**src/rtl/logic_ops_pipe.sv**
```systemverilog
// Two-stage valid/ready pipeline producing six bitwise results (AND, OR, XOR, NAND, NOR, XNOR)
// of two operands, with a wrapping counter of completed output handshakes.
module logic_ops_pipe #(
  parameter int unsigned WIDTH = 8,
  parameter int unsigned CNT_W = 8
) (
  input  logic                 clk,
  input  logic                 rst_n,
  input  logic [WIDTH-1:0]     a,
  input  logic [WIDTH-1:0]     b,
  input  logic                 in_valid,
  output logic                 in_ready,
  output logic [6*WIDTH-1:0]   out,
  output logic                 out_valid,
  input  logic                 out_ready,
  output logic [CNT_W-1:0]     txn_cnt
);

  localparam int unsigned OUT_W = 6 * WIDTH;

  logic               s1_valid_q, s1_valid_d;
  logic [WIDTH-1:0]   a_q, a_d;
  logic [WIDTH-1:0]   b_q, b_d;
  logic               s2_valid_q, s2_valid_d;
  logic [OUT_W-1:0]   res_q, res_d;
  logic [CNT_W-1:0]   cnt_q, cnt_d;
  logic               s2_adv_c;
  logic               in_ready_c;

  // Stage enables and next-state; stage 1 may refill in the same cycle stage 2 drains.
  always_comb begin
    s2_adv_c   = ~s2_valid_q | out_ready;
    in_ready_c = ~s1_valid_q | s2_adv_c;

    s1_valid_d = s1_valid_q;
    a_d        = a_q;
    b_d        = b_q;
    s2_valid_d = s2_valid_q;
    res_d      = res_q;
    cnt_d      = cnt_q;

    if (in_ready_c) begin
      s1_valid_d = in_valid;
      if (in_valid) begin
        a_d = a;
        b_d = b;
      end
    end

    if (s2_adv_c) begin
      s2_valid_d = s1_valid_q;
      res_d      = {~(a_q ^ b_q), ~(a_q | b_q), ~(a_q & b_q), a_q ^ b_q, a_q | b_q, a_q & b_q};
    end

    if (s2_valid_q && out_ready) begin
      cnt_d = cnt_q + CNT_W'(1);
    end
  end

  always_ff @(posedge clk or negedge rst_n) begin
    if (!rst_n) begin
      s1_valid_q <= 1'b0;
      a_q        <= '0;
      b_q        <= '0;
      s2_valid_q <= 1'b0;
      res_q      <= '0;
      cnt_q      <= '0;
    end else begin
      s1_valid_q <= s1_valid_d;
      a_q        <= a_d;
      b_q        <= b_d;
      s2_valid_q <= s2_valid_d;
      res_q      <= res_d;
      cnt_q      <= cnt_d;
    end
  end

  assign in_ready  = in_ready_c;
  assign out       = res_q;
  assign out_valid = s2_valid_q;
  assign txn_cnt   = cnt_q;

endmodule

```
**config.mk**
```make
export PLATFORM = sky130hd
export DESIGN_NAME = logic_ops_pipe
export DESIGN_NICKNAME = d
export VERILOG_FILES = /design/src/rtl/logic_ops_pipe.sv
export SDC_FILE = /design/constraint.sdc
export NUM_CORES = 1
export LEC_CHECK = 0
export CORE_ASPECT_RATIO = 1.2
export CORE_MARGIN = 5
export CORE_UTILIZATION = 60
export CTS_BUF_LIST = sky130_fd_sc_hd__clkbuf_4
export DETAILED_ROUTE_END_ITERATION = 10
export DONT_BUFFER_PORTS = 1
export HOLD_SLACK_MARGIN = 0.12
export PLACE_DENSITY = 0.76
export SLEW_MARGIN = 15
export SYNTH_ARGS = -nofsm -noshare
export SYNTH_HDL_FRONTEND = slang
export SYNTH_SLANG_ARGS = --single-unit
```
**constraint.sdc**
```tcl
create_clock -name clk -period 1.85 [get_ports clk]
set_clock_uncertainty 0.1 [all_clocks]
set_input_delay 0.37 -clock clk [delete_from_list [all_inputs] [get_ports clk]]
set_output_delay 0.37 -clock clk [all_outputs]
set_load 0.01 [all_outputs]
```
==> reports/results.txt, run 1 <==
Worst r2r dst = b_q[1]
Synth-to-layout area growth = 10.5%
Area share of the largest cell type after synthesis = 0.588
Starting DRT DRC Count = 79
Reg area = 1850 µm²
Min Tclk post-route = 1.60 ns
Num CTS Buffers = 9
Outcome = finished, violations left
Number of global-route vias before repair = 1771
Final Setup Violations = 0
Synthesis-stage register bit count = 74
CP startpoint = out_valid
Clk_lat worst skew = 0.39 ns
Reg2reg setup slack = 0.25 ns
Detailed-placement wirelength estimate = 3.53 mm
Clock slew at reported path FFs = 0.11 ns
# fillers = 385
FP Rows = 29
Non-Filler Instances = 316
Max_cap viols = 0
DIE AREA = 6800 µm²
Die H = 89.4 µm
Buffers and inverters on the worst path = 0
Critical path launch point type = flop
GP Congestion = 0.707
Reg-to-reg startpoint = out_valid
Root buf cell = clkbuf_4
Area contributors post-synth = dfrtp_1 (59%), mux2_4 (14%), ha_1 (6.8%)
DRC viols = 0
Critical Path RT = 2.03 ns
Mapped Cells = 229
Avg Vias per Cell = 5.27
H-Tree Depth = 3
Pins over their slew limit = 0
Final ANT Viol Nets = 0
Vias = 1666
Final WS setup = 0.254 ns
Critical path peak fanout = 16
Syn Nets = 266
Routed WL per cell = 16.4 µm
Register area share after synthesis = 0.588
Congestion Overflow GR = 0
First-pass GRT wire length = 8.77 mm
Peak supply drop = 0.625 mV
Die X = 76.1 µm
Max Clk Rate = 627 MHz
Hold Fails Final Rpt = 74
Top delay family on crit path = flip-flops
Port-buffer cells = 0
Area post-placement = 3180 µm²
Reg2Reg Depth = 3
Pwr dens = 1160 nW/µm²
Worst Setup End Kind = flop
Worst path max stage delay = 0.52 ns
Final setup TNS = 0 ns
Area leader, netlist = dfrtp_1
I/O pins = 78
Post-Synthesis Cell Area = 3150 µm²
Crit Path Category = reg -> reg
Post-synthesis cell type count = 21
Multi-input logic area = 1160 µm²
Pre-CTS WS = 0.247 ns
Worst slew pin tran = 0.299 ns
Slew Limit Headroom = 0.800
Max Root-Sink Buffers = 2
Largest net degree at the start of global routing = 75
WP depth = 3
Fin area = 3480 µm²
Worst hold margin = -0.449 ns
Hold Buf Count CTS = 18
Nets = 288
Failing checks = negative hold slack
Slowest cell on the critical path = dfrtp_1
CP Cell Sequence = nand3b_2 -> nand2_4 -> mux2_1
CTS sink cnt = 74
Syn. warnings = 0
CTS tree = done
Core Region = 5190 µm²
Initial antenna violation count = 0
Initial Utilization = 0.607
Router iterations before antenna repair = 4
Avg Synthesized Cell Area = 13.8 µm²
RSZ-0062 raised after global routing = no
CP arrival = 1.77 ns
Post-CTS Resized = 0
Share of cells above drive strength 1 = 0.197
Worst min path class = in -> async
DRT Wirelength = 5.18 mm
GRT Overall Usage = 0.166
# diodes = 0
Placed cells = 284
Worst Setup EP = b_q[1]
Leak pwr = 0.00168 µW
Final period utilization = 0.863
-- sequential cells by signal (all words and copies together) (netlist names) --
| name | cells |
|---|---|
| a_q | 8 |
| b_q | 8 |
| out | 48 |
| out_valid | 1 |
| s1_valid_q | 1 |
| txn_cnt | 8 |
-- worst min-delay path by stage --
stage	endpoint	slack (ns)	cells past startpoint	start
after floorplan	a_q[0]	-0.03	0	rst_n
after global placement	out[14]	-0.02	0	rst_n
after detailed placement	out[14]	-0.02	0	rst_n
after CTS	out[14]	-0.48	0	rst_n
after global routing	out[6]	-0.51	0	rst_n
final	out[14]	-0.45	0	rst_n
-- logic make-up after synthesis --
family / share of synthesized area
fa+ha+maj: 0.0675
flops: 0.588
buf+inv: 0.0453
compound gates: 0.0381
simple gates: 0.0604
xor+xnor: 0.0195
mux: 0.181
-- power by group --
part	switching, µW	internal, µW	total (µW)
Sequential	464	1970	2440
Combinational	272	421	693
Clock	499	405	905
Total	1240	2800	4040
-- layout make-up --
| type | count | share of cell area |
|---|---|---|
| Clock inverter | 4 | 0.0129 |
| Sequential cell | 74 | 0.532 |
| Timing Repair Buffer | 20 | 0.0597 |
| Inverter | 16 | 0.0173 |
| Tap cell | 62 | 0.0223 |
| Clock buffer | 10 | 0.0216 |
| Multi-Input combinational cell | 130 | 0.334 |
-- what timing repair did --
action                     in CTS  in global routing
setup buffers                   0                  0
setup endpoints to repair       0                  0
hold endpoints to repair       92                 74
-- stage by stage --
step           power (µW)  hold slack (ns)   util
2_1_floorplan        2970          -0.0256      -
3_3_place_gp         3110          -0.0239  0.613
3_5_place_dp         3150          -0.0239  0.613
4_1_cts              4080           -0.478  0.671
5_1_grt              4290           -0.513  0.671
6_report             4040           -0.449  0.671
-- synthesized netlist by cell type --
master / number
dfrtp_1: 74
mux2_4: 29
nor2_1: 26
a21oi_1: 24
ha_1: 17
inv_1: 16
mux2_1: 9
nand2_1: 5
xor2_1: 5
buf_6: 4
buf_2: 3
mux2_2: 3
nand2b_1: 3
nand3_1: 2
nor3_1: 2
xnor2_1: 2
buf_4: 1
buf_8: 1
nand2_4: 1
nand3b_2: 1
nor4_2: 1
-- metal layers --
layer	track usage	routed length, µm	vias up
met5	0	0	-
met4	0.0668	80	0
met3	0.0756	394	6
met2	0.275	2610	52
met1	0.190	2100	809
li1	-	-	799
-- cell usage in the layout, fill, tap and decap left out --
| master | n |
|---|---|
| nor4_2 | 1 |
| xnor2_1 | 2 |
| nand3_1 | 2 |
| nor3_1 | 2 |
| mux2_2 | 3 |
| clkinvlp_4 | 1 |
| bufinv_16 | 1 |
| buf_4 | 1 |
| inv_1 | 16 |
| mux2_4 | 29 |
| clkinv_1 | 2 |
| a21oi_1 | 24 |
| nand3b_2 | 1 |
| clkbuf_4 | 10 |
| nor2_1 | 26 |
| buf_12 | 1 |
| dfrtp_1 | 74 |
| nand2_4 | 1 |
| nand2b_4 | 1 |
| xor2_1 | 5 |
| mux2_1 | 9 |
| dlygate4sd3_1 | 18 |
| nand2_1 | 5 |
| ha_1 | 17 |
| nand2b_1 | 2 |
No activity file was read; power rests on OpenSTA's default activity.
==> inputs of run 2 (changes only) <==
==> constraint.sdc (replaced) <==
create_clock -name clk -period 1.85 [get_ports clk]
set_clock_uncertainty 0.1 [all_clocks]
set_input_delay 0.185 -clock clk [delete_from_list [all_inputs] [get_ports clk]]
set_output_delay 0.185 -clock clk [all_outputs]
set_load 0.01 [all_outputs]
==> run 2 against run 1 <==
The run still ends with negative hold slack left. Worst hold slack got worse by 0.19 ns. Combinational power about the same. First-iteration DRC count increased by 2.5%. Clock power up 2.2%. Sequential power barely moved. Cell count is 0.63% higher. Routed wire length rose by 0.27%. Setup slack worse by 0.00064 ns. Core utilization grew 0.31 points. Sequential cell count unchanged. Via count is 0.66% lower.
==> reports/results.txt, run 2 (synthesis results as in run 1) <==
Max reg flops = 48 (unchanged)
DIE AREA = 6800 µm² (unchanged)
Slew Limit Headroom = 0.800 (about the same)
Critical Path RT = 2.03 ns (about the same)
Max Clk Rate = 626 MHz (about the same)
Router iterations before antenna repair = 4 (unchanged)
Reg2Reg Depth = 3 (unchanged)
FP Rows = 29 (unchanged)
Final WS setup = 0.253 ns (-0.000640 ns)
DRC viols = 0 (unchanged)
Max_cap viols = 0 (unchanged)
Starting DRT DRC Count = 81 (+2.5%)
Peak supply drop = 0.568 mV (-9.2%)
Core Region = 5190 µm² (unchanged)
Worst slew pin tran = 0.299 ns (+0.000132 ns)
Area post-placement = 3180 µm² (unchanged)
Num CTS Buffers = 9 (unchanged)
Final period utilization = 0.863 (about the same)
Reg-to-reg startpoint = out_valid
Initial antenna violation count = 0 (unchanged)
CP startpoint = out_valid
Port-buffer cells = 0 (unchanged)
Final ANT Viol Nets = 0 (unchanged)
Routed WL per cell = 16.3 µm (-0.36%)
GRT Overall Usage = 0.167 (+0.000622)
Most frequent cells in the layout = dfrtp_1 (74), mux2_4 (29), nor2_1 (26), a21oi_1 (24), dlygate4sd3_1 (19)
Final setup TNS = 0 ns (unchanged)
Die X = 76.1 µm (unchanged)
CTS tree = done
# fillers = 395 (+2.6%)
H-Tree Depth = 3 (unchanged)
I/O pins = 78 (unchanged)
Die H = 89.4 µm (unchanged)
Synth-to-layout area growth = 11.0%
Congestion Overflow GR = 0 (unchanged)
Worst hold margin = -0.640 ns (-0.191 ns)
CP arrival = 1.78 ns (about the same)
Detailed-placement wirelength estimate = 3.59 mm (+1.8%)
CTS sink cnt = 74 (unchanged)
Largest net degree at the start of global routing = 75 (unchanged)
Critical path peak fanout = 16 (unchanged)
Outcome = finished, violations left
Worst min path class = in -> async
Avg Vias per Cell = 5.20 (-1.3%)
# diodes = 0 (unchanged)
Nets = 289 (+0.35%)
Failing checks = negative hold slack
Clock slew at reported path FFs = 0.12 ns (about the same)
Pwr dens = 1160 nW/µm² (about the same)
Fin area = 3500 µm² (+0.47%)
Crit Path Category = reg -> reg
DRT Wirelength = 5.20 mm (+0.27%)
Min Tclk post-route = 1.60 ns (+0.000640 ns)
Leak pwr = 0.00169 µW (+0.32%)
Hold Fails Final Rpt = 74 (unchanged)
Initial Utilization = 0.607 (unchanged)
Post-CTS repair timing setup buffer count = 0 (unchanged)
Root buf cell = clkbuf_4
Final Setup Violations = 0 (unchanged)
Worst Setup End Kind = flop
Pins over their slew limit = 0 (unchanged)
Clk_lat worst skew = 0.40 ns (about the same)
Hold Buf Count CTS = 19 (+1)
Critical path launch point type = flop
Pre-CTS WS = 0.252 ns (+0.00513 ns)
Number of global-route vias before repair = 1799 (+1.6%)
Commonest non-fill, non-tap cell in the layout = dfrtp_1
Max Root-Sink Buffers = 2 (unchanged)
RSZ-0062 raised after global routing = no
First-pass GRT wire length = 8.74 mm (-0.31%)
Share of cells above drive strength 1 = 0.203 (+0.00627)
Vias = 1655 (-0.66%)
GP Congestion = 0.701 (-0.86%)
run 2: changes by cell type in the layout (fill, tap and decap cells not counted):
cell and change:
clkbuf_4 -1, clkinvlp_4 +1, clkinv_1 -1, dlygate4sd3_1 +1, clkinv_2 +2
run 2: through the flow:
stage / utilization / total power, µW / cells / hold slack, ns
3_5_place_dp: 0.613 / 3150 / 284 / -0.209
4_1_cts: 0.674 / 4110 / 318 / -0.676
3_3_place_gp: 0.613 / 3110 / 284 / -0.209
5_1_grt: 0.674 / 4320 / 318 / -0.705
2_1_floorplan: - / 2970 / 229 / -0.211
6_report: 0.674 / 4060 / 318 / -0.640
run 2: area by class of cell:
cell class              instances  area (µm²)  area share
multi-input cells             130        1160       0.332
clock inverters                 6        58.8      0.0168
repair buffers                 21         218      0.0623
flip-flops and latches         74        1850       0.530
clock buffers                   9        67.6      0.0193
inverters                      16        60.1      0.0172
well taps                      62        77.6      0.0222
run 2: final timing paths:
| path | end | slack, ns |
|---|---|---|
| max in group asynchronous | b_q[1] | 2.18 |
| min reg2reg | out_valid | 0.41 |
| max reg2reg | a_q[7] | 0.25 |
| min in group clk | out_valid | 0.17 |
| min | out[30] | -0.64 |
| max | a_q[7] | 0.25 |
run 2: timing repair:
item                                    CTS  global route
endpoints found under the hold margin    99            74
gates resized for setup                   0             0
endpoints found under the setup margin    0             0
run 2: worst max-delay path, cell delays in order, from the launching register on:
cell and delay (ns):
dfrtp_1 0.52, nand3b_2 0.21, nand2_4 0.30, mux2_1 0.35
run 2: report_power, final:
part | switching (µW) | leakage [µW] | total, µW | internal (µW)
Combinational | 271 | 0.000765 | 694 | 423
Clock | 529 | 0.0000652 | 925 | 396
Sequential | 463 | 0.000860 | 2440 | 1970
Total | 1260 | 0.00169 | 4060 | 2790
run 2: layer usage:
layer / up-vias / wire length [µm] / global-route usage
li1: 804 / - / -
met1: 794 / 2160 / 0.199
met2: 51 / 2580 / 0.267
met3: 6 / 379 / 0.0716
met4: 0 / 75 / 0.0715
met5: - / 0 / 0
==> inputs of run 3 (changes only) <==
--- a/config.mk
+++ b/config.mk
@@ -6,13 +6,13 @@
 export NUM_CORES = 1
 export LEC_CHECK = 0
 export CORE_ASPECT_RATIO = 1.2
-export CORE_MARGIN = 5
+export CORE_MARGIN = 3
 export CORE_UTILIZATION = 60
 export CTS_BUF_LIST = sky130_fd_sc_hd__clkbuf_4
 export DETAILED_ROUTE_END_ITERATION = 10
 export DONT_BUFFER_PORTS = 1
 export HOLD_SLACK_MARGIN = 0.12
-export PLACE_DENSITY = 0.76
+export PLACE_DENSITY = 0.73
 export SLEW_MARGIN = 15
 export SYNTH_ARGS = -nofsm -noshare
 export SYNTH_HDL_FRONTEND = slang
==> constraint.sdc (replaced) <==
create_clock -name clk -period 1.85 [get_ports clk]
set_clock_uncertainty 0.1 [all_clocks]
set_input_delay 0.37 -clock clk [delete_from_list [all_inputs] [get_ports clk]]
set_output_delay 0.37 -clock clk [all_outputs]
set_load 0.01 [all_outputs]
==> run 3 against run 2 <==
The run still ends with negative hold slack left. Largest power group unchanged. Final area did not move. Maximum frequency decreased by 1.1%. Worst hold slack gained 0.19 ns. Clock power increased by 1%. Clock-buffer cell count rose by 2. Cell count is 0.94% lower. Power rose by 0.26%. Sequential share of layout area unchanged. Critical path type unchanged. Global-route usage is 1.9 points higher. Sequential power barely moved. Sequential cell count unchanged. Critical endpoint unchanged. Largest cell class unchanged.
==> reports/results.txt, run 3 (synthesis results as in run 1) <==
Clock slew at reported path FFs = 0.11 ns (about the same)
Routed WL per cell = 16.4 µm (+0.33%)
Worst Setup End Kind = flop
Met1 Track Usage GR = 0.227 (+0.0276)
RSZ-0062 raised after global routing = no
Clk_lat worst skew = 0.39 ns (about the same)
Slowest cell on the critical path = dfrtp_1
Reg2Reg Depth = 3 (unchanged)
Hold Fails Final Rpt = 74 (unchanged)
Pwr dens = 1160 nW/µm² (+0.26%)
Max Root-Sink Buffers = 2 (unchanged)
# diodes = 0 (unchanged)
Max reg flops = 48 (unchanged)
Vias = 1679 (+1.5%)
DRC viols = 0 (unchanged)
# fillers = 353 (-11%)
Detailed-placement wirelength estimate = 3.48 mm (-3.0%)
CTS tree = done
Placed cells = 282 (-0.70%)
Synth-to-layout area growth = 11.0% (unchanged)
Commonest non-fill, non-tap cell in the layout = dfrtp_1
Share of cells above drive strength 1 = 0.204 (+0.000797)
Final Setup Violations = 0 (unchanged)
Final WS setup = 0.236 ns (-0.0178 ns)
Global Route met3 Usage = 0.0616 (-0.00996)
Die H = 85.4 µm (-4.5%)
Peak supply drop = 0.669 mV (+18%)
H-Tree Depth = 3 (unchanged)
Starting DRT DRC Count = 84 (+3.7%)
Largest net degree at the start of global routing = 75 (unchanged)
Final core utilization = 0.698 (+0.0241)
Congestion Overflow GR = 0 (unchanged)
Met2 usage = 0.287 (+0.0204)
Pins over their slew limit = 0 (unchanged)
Non-Filler Instances = 315 (-0.94%)
Worst path max stage delay = 0.52 ns (about the same)
Hold Buf Count CTS = 18 (-1)
Slew Limit Headroom = 0.797 (-0.00300)
Initial Utilization = 0.629 (+0.0217)
Reg-to-reg startpoint = out_valid
Critical path peak fanout = 16 (unchanged)
Port-buffer cells = 0 (unchanged)
Worst hold margin = -0.447 ns (+0.192 ns)
Nets = 288 (-0.35%)
Reg2reg setup slack = 0.24 ns (-0.02 ns)
Outcome = finished, violations left
Max Clk Rate = 619 MHz (-1.1%)
Pre-CTS WS = 0.231 ns (-0.0207 ns)
Most frequent cells in the layout = dfrtp_1 (74), mux2_4 (29), nor2_1 (26), a21oi_1 (24), dlygate4sd3_1 (18)
Failing checks = negative hold slack
Final setup TNS = 0 ns (unchanged)
Final ANT Viol Nets = 0 (unchanged)
GRT Overall Usage = 0.186 (+0.0189)
Leak pwr = 0.00170 µW (+0.62%)
Min Tclk post-route = 1.61 ns (+0.0178 ns)
Post-CTS Resized = 0 (unchanged)
DIE AREA = 6160 µm² (-9.5%)
Worst min path class = in -> async
FP Rows = 28 (-3.4%)
Global routing's busiest layer = met2
Number of global-route vias before repair = 1808 (+0.50%)
Num CTS Buffers = 9 (unchanged)
Critical Path RT = 2.03 ns (about the same)
Avg Vias per Cell = 5.33 (+2.4%)
Worst r2r dst = a_q[7]
CP Cell Sequence = nand3b_2 -> nand2_4 -> mux2_1
Router iterations before antenna repair = 4 (unchanged)
Post-CTS repair timing setup buffer count = 0 (unchanged)
First-pass GRT wire length = 8.72 mm (-0.24%)
DRT Wirelength = 5.16 mm (-0.62%)
I/O pins = 78 (unchanged)
Die X = 72.1 µm (-5.3%)
GP Congestion = 0.741 (+5.7%)
Root buf cell = clkbuf_4
Crit Path Category = reg -> reg
Core Region = 5010 µm² (-3.4%)
Max_cap viols = 0 (unchanged)
Critical path launch point type = flop
CP arrival = 1.79 ns (about the same)
Final period utilization = 0.873 (+0.00960)
Initial antenna violation count = 0 (unchanged)
Worst slew pin tran = 0.304 ns (+0.00450 ns)
CTS sink cnt = 74 (unchanged)
run 3: layer usage:
| layer | vias to the layer above | wire length (µm) |
|---|---|---|
| li1 | 799 | - |
| met1 | 820 | 2210 |
| met2 | 50 | 2530 |
| met3 | 10 | 317 |
| met4 | 0 | 104 |
| met5 | - | 0 |
run 3: cell type report:
type | instances | area [µm²] | share of cell area
sequential | 74 | 1850 | 0.530
multi-input combinational | 130 | 1160 | 0.332
timing repair buffer | 20 | 220 | 0.0630
clock buffer | 11 | 82.6 | 0.0236
tap | 60 | 75.1 | 0.0215
inverter | 16 | 60.1 | 0.0172
clock inverter | 4 | 43.8 | 0.0125
run 3: worst max-delay path: cells and delay by family (launching register included):
family,cells,cell delay (ns)
flip-flops,1,0.52
multiplexers,1,0.37
AND/OR/NAND/NOR,2,0.51
run 3: metrics by stage:
| stage | cell area (µm²) | power, µW | hold slack [ns] |
|---|---|---|---|
| after floorplan | 3150 | 2970 | -0.0256 |
| after global placement | 3190 | 3110 | -0.0241 |
| after detailed placement | 3190 | 3140 | -0.0241 |
| after CTS | 3500 | 4110 | -0.473 |
| after global routing | 3500 | 4310 | -0.493 |
| final | 3500 | 4070 | -0.447 |
run 3: how the worst max path moves through the flow:
| stage | depth (start not counted) | start | to | slack, ns |
|---|---|---|---|---|
| floorplan | 4 | out_ready | a_q[0] | 0.39 |
| global placement | 3 | out_valid | b_q[1] | 0.28 |
| detailed placement | 3 | out_valid | a_q[7] | 0.23 |
| CTS | 3 | out_valid | a_q[7] | 0.21 |
| global route | 3 | out_valid | b_q[7] | 0.15 |
| finish | 3 | out_valid | a_q[7] | 0.24 |
run 3: report_power, final:
group | internal [µW] | switching [µW]
clock | 428 | 506
sequential | 1970 | 459
combinational | 426 | 273
total | 2830 | 1240
==> patch 1, RTL diff (config.mk and constraints of run 1) <==
Register the output `txn_cnt` once more, with the module's reset; this adds one clock of latency there. The other outputs are not delayed to match.
--- a/src/rtl/logic_ops_pipe.sv
+++ b/src/rtl/logic_ops_pipe.sv
@@ -78,7 +78,13 @@
   assign in_ready  = in_ready_c;
   assign out       = res_q;
   assign out_valid = s2_valid_q;
-  assign txn_cnt   = cnt_q;
+  always_ff @(posedge clk or negedge rst_n) begin
+    if (!rst_n) begin
+      txn_cnt <= '0;
+    end else begin
+      txn_cnt <= cnt_q;
+    end
+  end
 
 endmodule
 
Behaviour: not the same (a bounded check fails within 4 cycles, from zero or initial values and one cycle with rst_n low).
==> patch 1 against run 1 <==
Setup slack worse by 0.062 ns. Die area up 5.6%. Area after synthesis grew 6.4%. Power up 8.4%. Highest routed layer unchanged. Largest power group unchanged. Final area is 6.3% higher. Routed wire length up 11%. Sequential cell count rose by 8. The flow still finishes with violations (negative hold slack). Non-clock buffer count increased by 2. Largest cell class unchanged.
==> patch 1: results (changes against run 1) <==
- Run status: finished, violations left (unchanged).
- Violated checks: negative hold slack (unchanged).
- Synth top cells by count: 82 x sky130_fd_sc_hd__dfrtp_1, 29 x sky130_fd_sc_hd__mux2_4, 26 x sky130_fd_sc_hd__nor2_1 (was 74 x sky130_fd_sc_hd__dfrtp_1, 29 x sky130_fd_sc_hd__mux2_4, 26 x sky130_fd_sc_hd__nor2_1).
- The total wirelength of the detailed-routed design is 5770 um (was 5181 um).
- The net count after synthesis is 274 (was 266).
- The first element of the critical path is out_ready (was out_valid).
- The adder-cell share of the synthesized area came to 6.350% (was 6.754%).
- The share of post-route cells with drive strength above 1 is 19.25% (was 19.69%).
- The share of synthesized area occupied by flip-flops and latches is 61.26% (was 58.80%).
- The final HPWL from detailed placement is 3724 um (was 3529 um).
- The count of vias placed by the detailed router is 1788 (was 1666).
- The total cell area at the placement stage is 3387 um^2 (was 3179 um^2).
- The arrival time at the worst endpoint is 1.85 ns (was 1.77 ns).
- The count of endpoints failing hold in the final timing report is 82 (was 74).
- The global placer's final weighted congestion is 0.7188 (was 0.7068).
- The portion of netlist area occupied by mux cells is 17.03% (was 18.12%).
- The final hold slack is -0.4612 ns (was -0.4490 ns).
- The highest ir drop seen on vdd is 769.3 uV (was 625.5 uV).
- The filler cell count is 395 (was 385).
- The final net count is 298 (was 288).
- The number of global-route vias before repair is 1872 (was 1771).
- The maximum number of pins on one net before global-route repair came to 83 (was 75).
- The total leakage power came to 1.800 nW (was 1.685 nW).
- The XOR/XNOR share of the synthesized area is 1.830% (was 1.947%).
- The count of routing violations after the opening detailed-route iteration came to 52 (was 79).
- The total global-route track usage was 17.16% (was 16.61%).
- Area contributors post-synth: sky130_fd_sc_hd__dfrtp_1 61%, sky130_fd_sc_hd__mux2_4 13%, sky130_fd_sc_hd__ha_1 6.4% (was sky130_fd_sc_hd__dfrtp_1 59%, sky130_fd_sc_hd__mux2_4 14%, sky130_fd_sc_hd__ha_1 6.8%).
-- patch 1: per-stage QoR --
stage	instances	util [%]	worst slack [ns]	hold WS [ns]
final	327	68.87	0.1915	-0.4612
after global routing	327	68.87	0.1510	-0.5092
after CTS	326	68.69	0.2209	-0.4827
after detailed placement	293	63.07	0.2484	-0.02344
after global placement	293	63.07	0.2839	-0.02377
after floorplan	237	-	0.3934	-0.02559
-- patch 1: worst min path at each step --
stage | start | to | slack [ns] | cells after the start
finish | rst_n | out[33] | -0.46 | 0
global route | rst_n | out[33] | -0.51 | 0
CTS | rst_n | out[33] | -0.48 | 0
detailed placement | rst_n | b_q[0] | -0.02 | 0
global placement | rst_n | out[33] | -0.02 | 0
floorplan | rst_n | a_q[0] | -0.03 | 0
-- patch 1: worst max-delay path: stages --
cell and delay (ns):
sky130_fd_sc_hd__dlygate4sd3_1 0.53, sky130_fd_sc_hd__nand3b_2 0.29, sky130_fd_sc_hd__nand2_4 0.31, sky130_fd_sc_hd__mux2_1 0.35
-- patch 1: cell families (layout without fill, tap and decap cells) --
family,Yosys count,count (layout)
DFF,82,82
muxes,41,41
and+or+nand+nor,41,41
buffers and inverters,25,53
AOI/OAI and AO/OA,24,24
adders and majority gates,17,17
xor gates and xnor gates,7,7
-- patch 1: power by group --
group          total, W  switching, W  internal [W]
clock          0.000963      0.000556      0.000407
combinational  0.000717      0.000289      0.000428
sequential      0.00270      0.000485       0.00221
-- patch 1: routing by layer --
layer	up-vias	part of all wire (%)	global-route usage, %
li1	836	-	-
met1	891	40	20.56
met2	51	51	27.71
met3	10	7.0	6.176
met4	0	1.6	7.872
met5	-	0	0
-- patch 1: area by class of cell --
| type | instances | area, um^2 | area share, % |
|---|---|---|---|
| Timing Repair Buffer | 22 | 225.2 | 6.089 |
| Sequential cell | 82 | 2052 | 55.48 |
| Multi-Input combinational cell | 130 | 1162 | 31.43 |
| Clock buffer | 10 | 75.07 | 2.030 |
| Inverter | 16 | 60.06 | 1.624 |
| Clock inverter | 5 | 46.29 | 1.252 |
| Tap cell | 62 | 77.57 | 2.097 |
-- patch 1: what timing repair did --
| action | in CTS | in global routing |
|---|---|---|
| setup endpoints to repair | 0 | 0 |
| hold buffers | 18 | 1 |
| endpoints found under the hold margin | 100 | 83 |
==> patch 2, RTL diff (config.mk and constraints of run 1) <==
Without the edit above. Change the parameter `WIDTH` from 8 to 10.
--- a/src/rtl/logic_ops_pipe.sv
+++ b/src/rtl/logic_ops_pipe.sv
@@ -1,7 +1,7 @@
 // Two-stage valid/ready pipeline producing six bitwise results (AND, OR, XOR, NAND, NOR, XNOR)
 // of two operands, with a wrapping counter of completed output handshakes.
 module logic_ops_pipe #(
-  parameter int unsigned WIDTH = 8,
+  parameter int unsigned WIDTH = 10,
   parameter int unsigned CNT_W = 8
 ) (
   input  logic                 clk,
Ports: changed (resized a, b and out); port bits go from 78 to 94. The function was not compared with the original's and may differ.
==> patch 2 against run 1 <==
The flow still finishes with violations (negative hold slack). Fmax decreased by 4.0%. Area after synthesis is 21% higher. Final area increased by 23%. Sequential share of layout area decreased by 0.42 points. Power grew 27%. Cell count grew 23%. Routed wire length grew 31%. Setup slack lost 0.067 ns. Global-route usage rose by 1.8 points. Sequential cell count grew 16. First-iteration DRC count unchanged. Clock power grew 49%. Largest cell class unchanged. Highest routed layer unchanged.
==> patch 2: results (changes against run 1) <==
- The length of routed met3 wiring came to 564 um (was 394 um).
- The mean area per synthesized cell came to 13.69 um^2 (was 13.75 um^2).
- The per-cell via count in the routed design is 5.249 (was 5.272).
- The total global-route track usage is 18.37% (was 16.61%).
- The per-cell routed wire length is 17.42 um (was 16.40 um).
- The maximum number of pins on one net before global-route repair is 91 (was 75).
- The cell-internal power came to 0.003623 W (was 0.002801 W).
- The flip-flop count of the largest register after layout is 60 (was 48).
- The adder-cell share of the synthesized area was 6.903% (was 6.754%).
- The area fraction in compound gates after synthesis was 3.945% (was 3.814%).
- The share of post-route cells with drive strength above 1 is 23.45% (was 19.69%).
- The number of global-route vias before repair is 2185 (was 1771).
- Violated checks: negative hold slack (unchanged).
- Synth top cells by count: 90 x sky130_fd_sc_hd__dfrtp_1, 32 x sky130_fd_sc_hd__nor2_1, 30 x sky130_fd_sc_hd__a21oi_1 (was 74 x sky130_fd_sc_hd__dfrtp_1, 29 x sky130_fd_sc_hd__mux2_4, 26 x sky130_fd_sc_hd__nor2_1).
- The highest ir drop seen on vdd was 960.2 uV (was 625.5 uV).
- The number of buffers inserted by hold repair at cts is 22 (was 18).
- The portion of netlist area occupied by mux cells was 17.95% (was 18.12%).
- The arrival time at the worst endpoint is 1.86 ns (was 1.77 ns).
- The worst hold path class is in -> async (unchanged).
- Run status: finished, violations left (unchanged).
- The net count after synthesis came to 323 (was 266).
- The worst setup timing slack at the placement stage is 0.2188 ns (was 0.2470 ns).
- The met1 routed wirelength after detailed routing came to 2593 um (was 2101 um).
- The top fanout value on the critical path was 20 (was 16).
- The final net count was 347 (was 288).
- The final cell count without fillers came to 389 (was 316).
- The wire length on met2 is 3503 um (was 2605 um).
- The global-route wire length before repair is 11110 um (was 8769 um).
- The final HPWL from detailed placement was 4587 um (was 3529 um).
- The met2 demand-to-capacity share in global routing is 29.75% (was 27.49%).
- The total cell area at the placement stage is 3860 um^2 (was 3179 um^2).
- Area contributors post-synth: sky130_fd_sc_hd__dfrtp_1 59%, sky130_fd_sc_hd__mux2_4 11%, sky130_fd_sc_hd__ha_1 6.9% (was sky130_fd_sc_hd__dfrtp_1 59%, sky130_fd_sc_hd__mux2_4 14%, sky130_fd_sc_hd__ha_1 6.8%).
- The XOR/XNOR share of the synthesized area is 1.611% (was 1.947%).
- The met3 layer usage reported by global route came to 6.308% (was 7.560%).
- The total leakage power was 2.038 nW (was 1.685 nW).
- The count of endpoints failing hold in the final timing report is 90 (was 74).
- The placed cell count came to 351 (was 284).
- The final hold slack is -0.4611 ns (was -0.4490 ns).
- The global placer's final weighted congestion is 0.6834 (was 0.7068).
- The share of synthesized area occupied by flip-flops and latches is 59.17% (was 58.80%).
- The met1 usage is 22.33% (was 18.98%).
==> patch 2: cell count changes in the layout (fill, tap and decap cells not counted), sizes merged, moves of 2 or more <==
cell	change
dfrtp	+16
a21oi	+6
nor2	+6
bufinv	+2
dlygate4sd3	+4
mux2	+10
ha	+4
inv	+4
==> patch 2: layout make-up <==
| type | instances | area (um^2) |
|---|---|---|
| Timing Repair Buffer | 25 | 280.3 |
| Multi-Input combinational cell | 156 | 1370 |
| Inverter | 20 | 75.07 |
| Clock inverter | 5 | 102.6 |
| Clock buffer | 11 | 82.58 |
| Tap cell | 82 | 102.6 |
| Sequential cell | 90 | 2252 |
| Fill cell | 440 | 1824 |
==> patch 2: worst max-delay path: stages (launching register included) <==
cell and delay (ns):
sky130_fd_sc_hd__dfrtp_1 0.53, sky130_fd_sc_hd__nand3b_1 0.25, sky130_fd_sc_hd__nand2_2 0.15, sky130_fd_sc_hd__buf_12 0.18, sky130_fd_sc_hd__mux2_2 0.35
==> patch 2: worst paths after layout <==
path	end	from	slack [ns]	cells after the start
worst max-delay path	a_q[9]	out_valid	0.19	4
worst min-delay path	out[38]	rst_n	-0.46	0
worst max register to register	a_q[9]	out_valid	0.19	4
worst min register to register	out_valid	s1_valid_q	0.39	1
max in group asynchronous	txn_cnt[5]	rst_n	1.92	0
min in group clk	txn_cnt[0]	out_ready	0.15	2
==> patch 2: power groups by stage <==
stage,Combinational [W],Sequential [W],Clock (W)
2_1_floorplan,0.000712,0.00287,0
3_3_place_gp,0.000769,0.00299,0
3_5_place_dp,0.000816,0.00300,0
4_1_cts,0.000860,0.00296,0.00138
5_1_grt,0.000952,0.00302,0.00146
6_report,0.000847,0.00295,0.00135
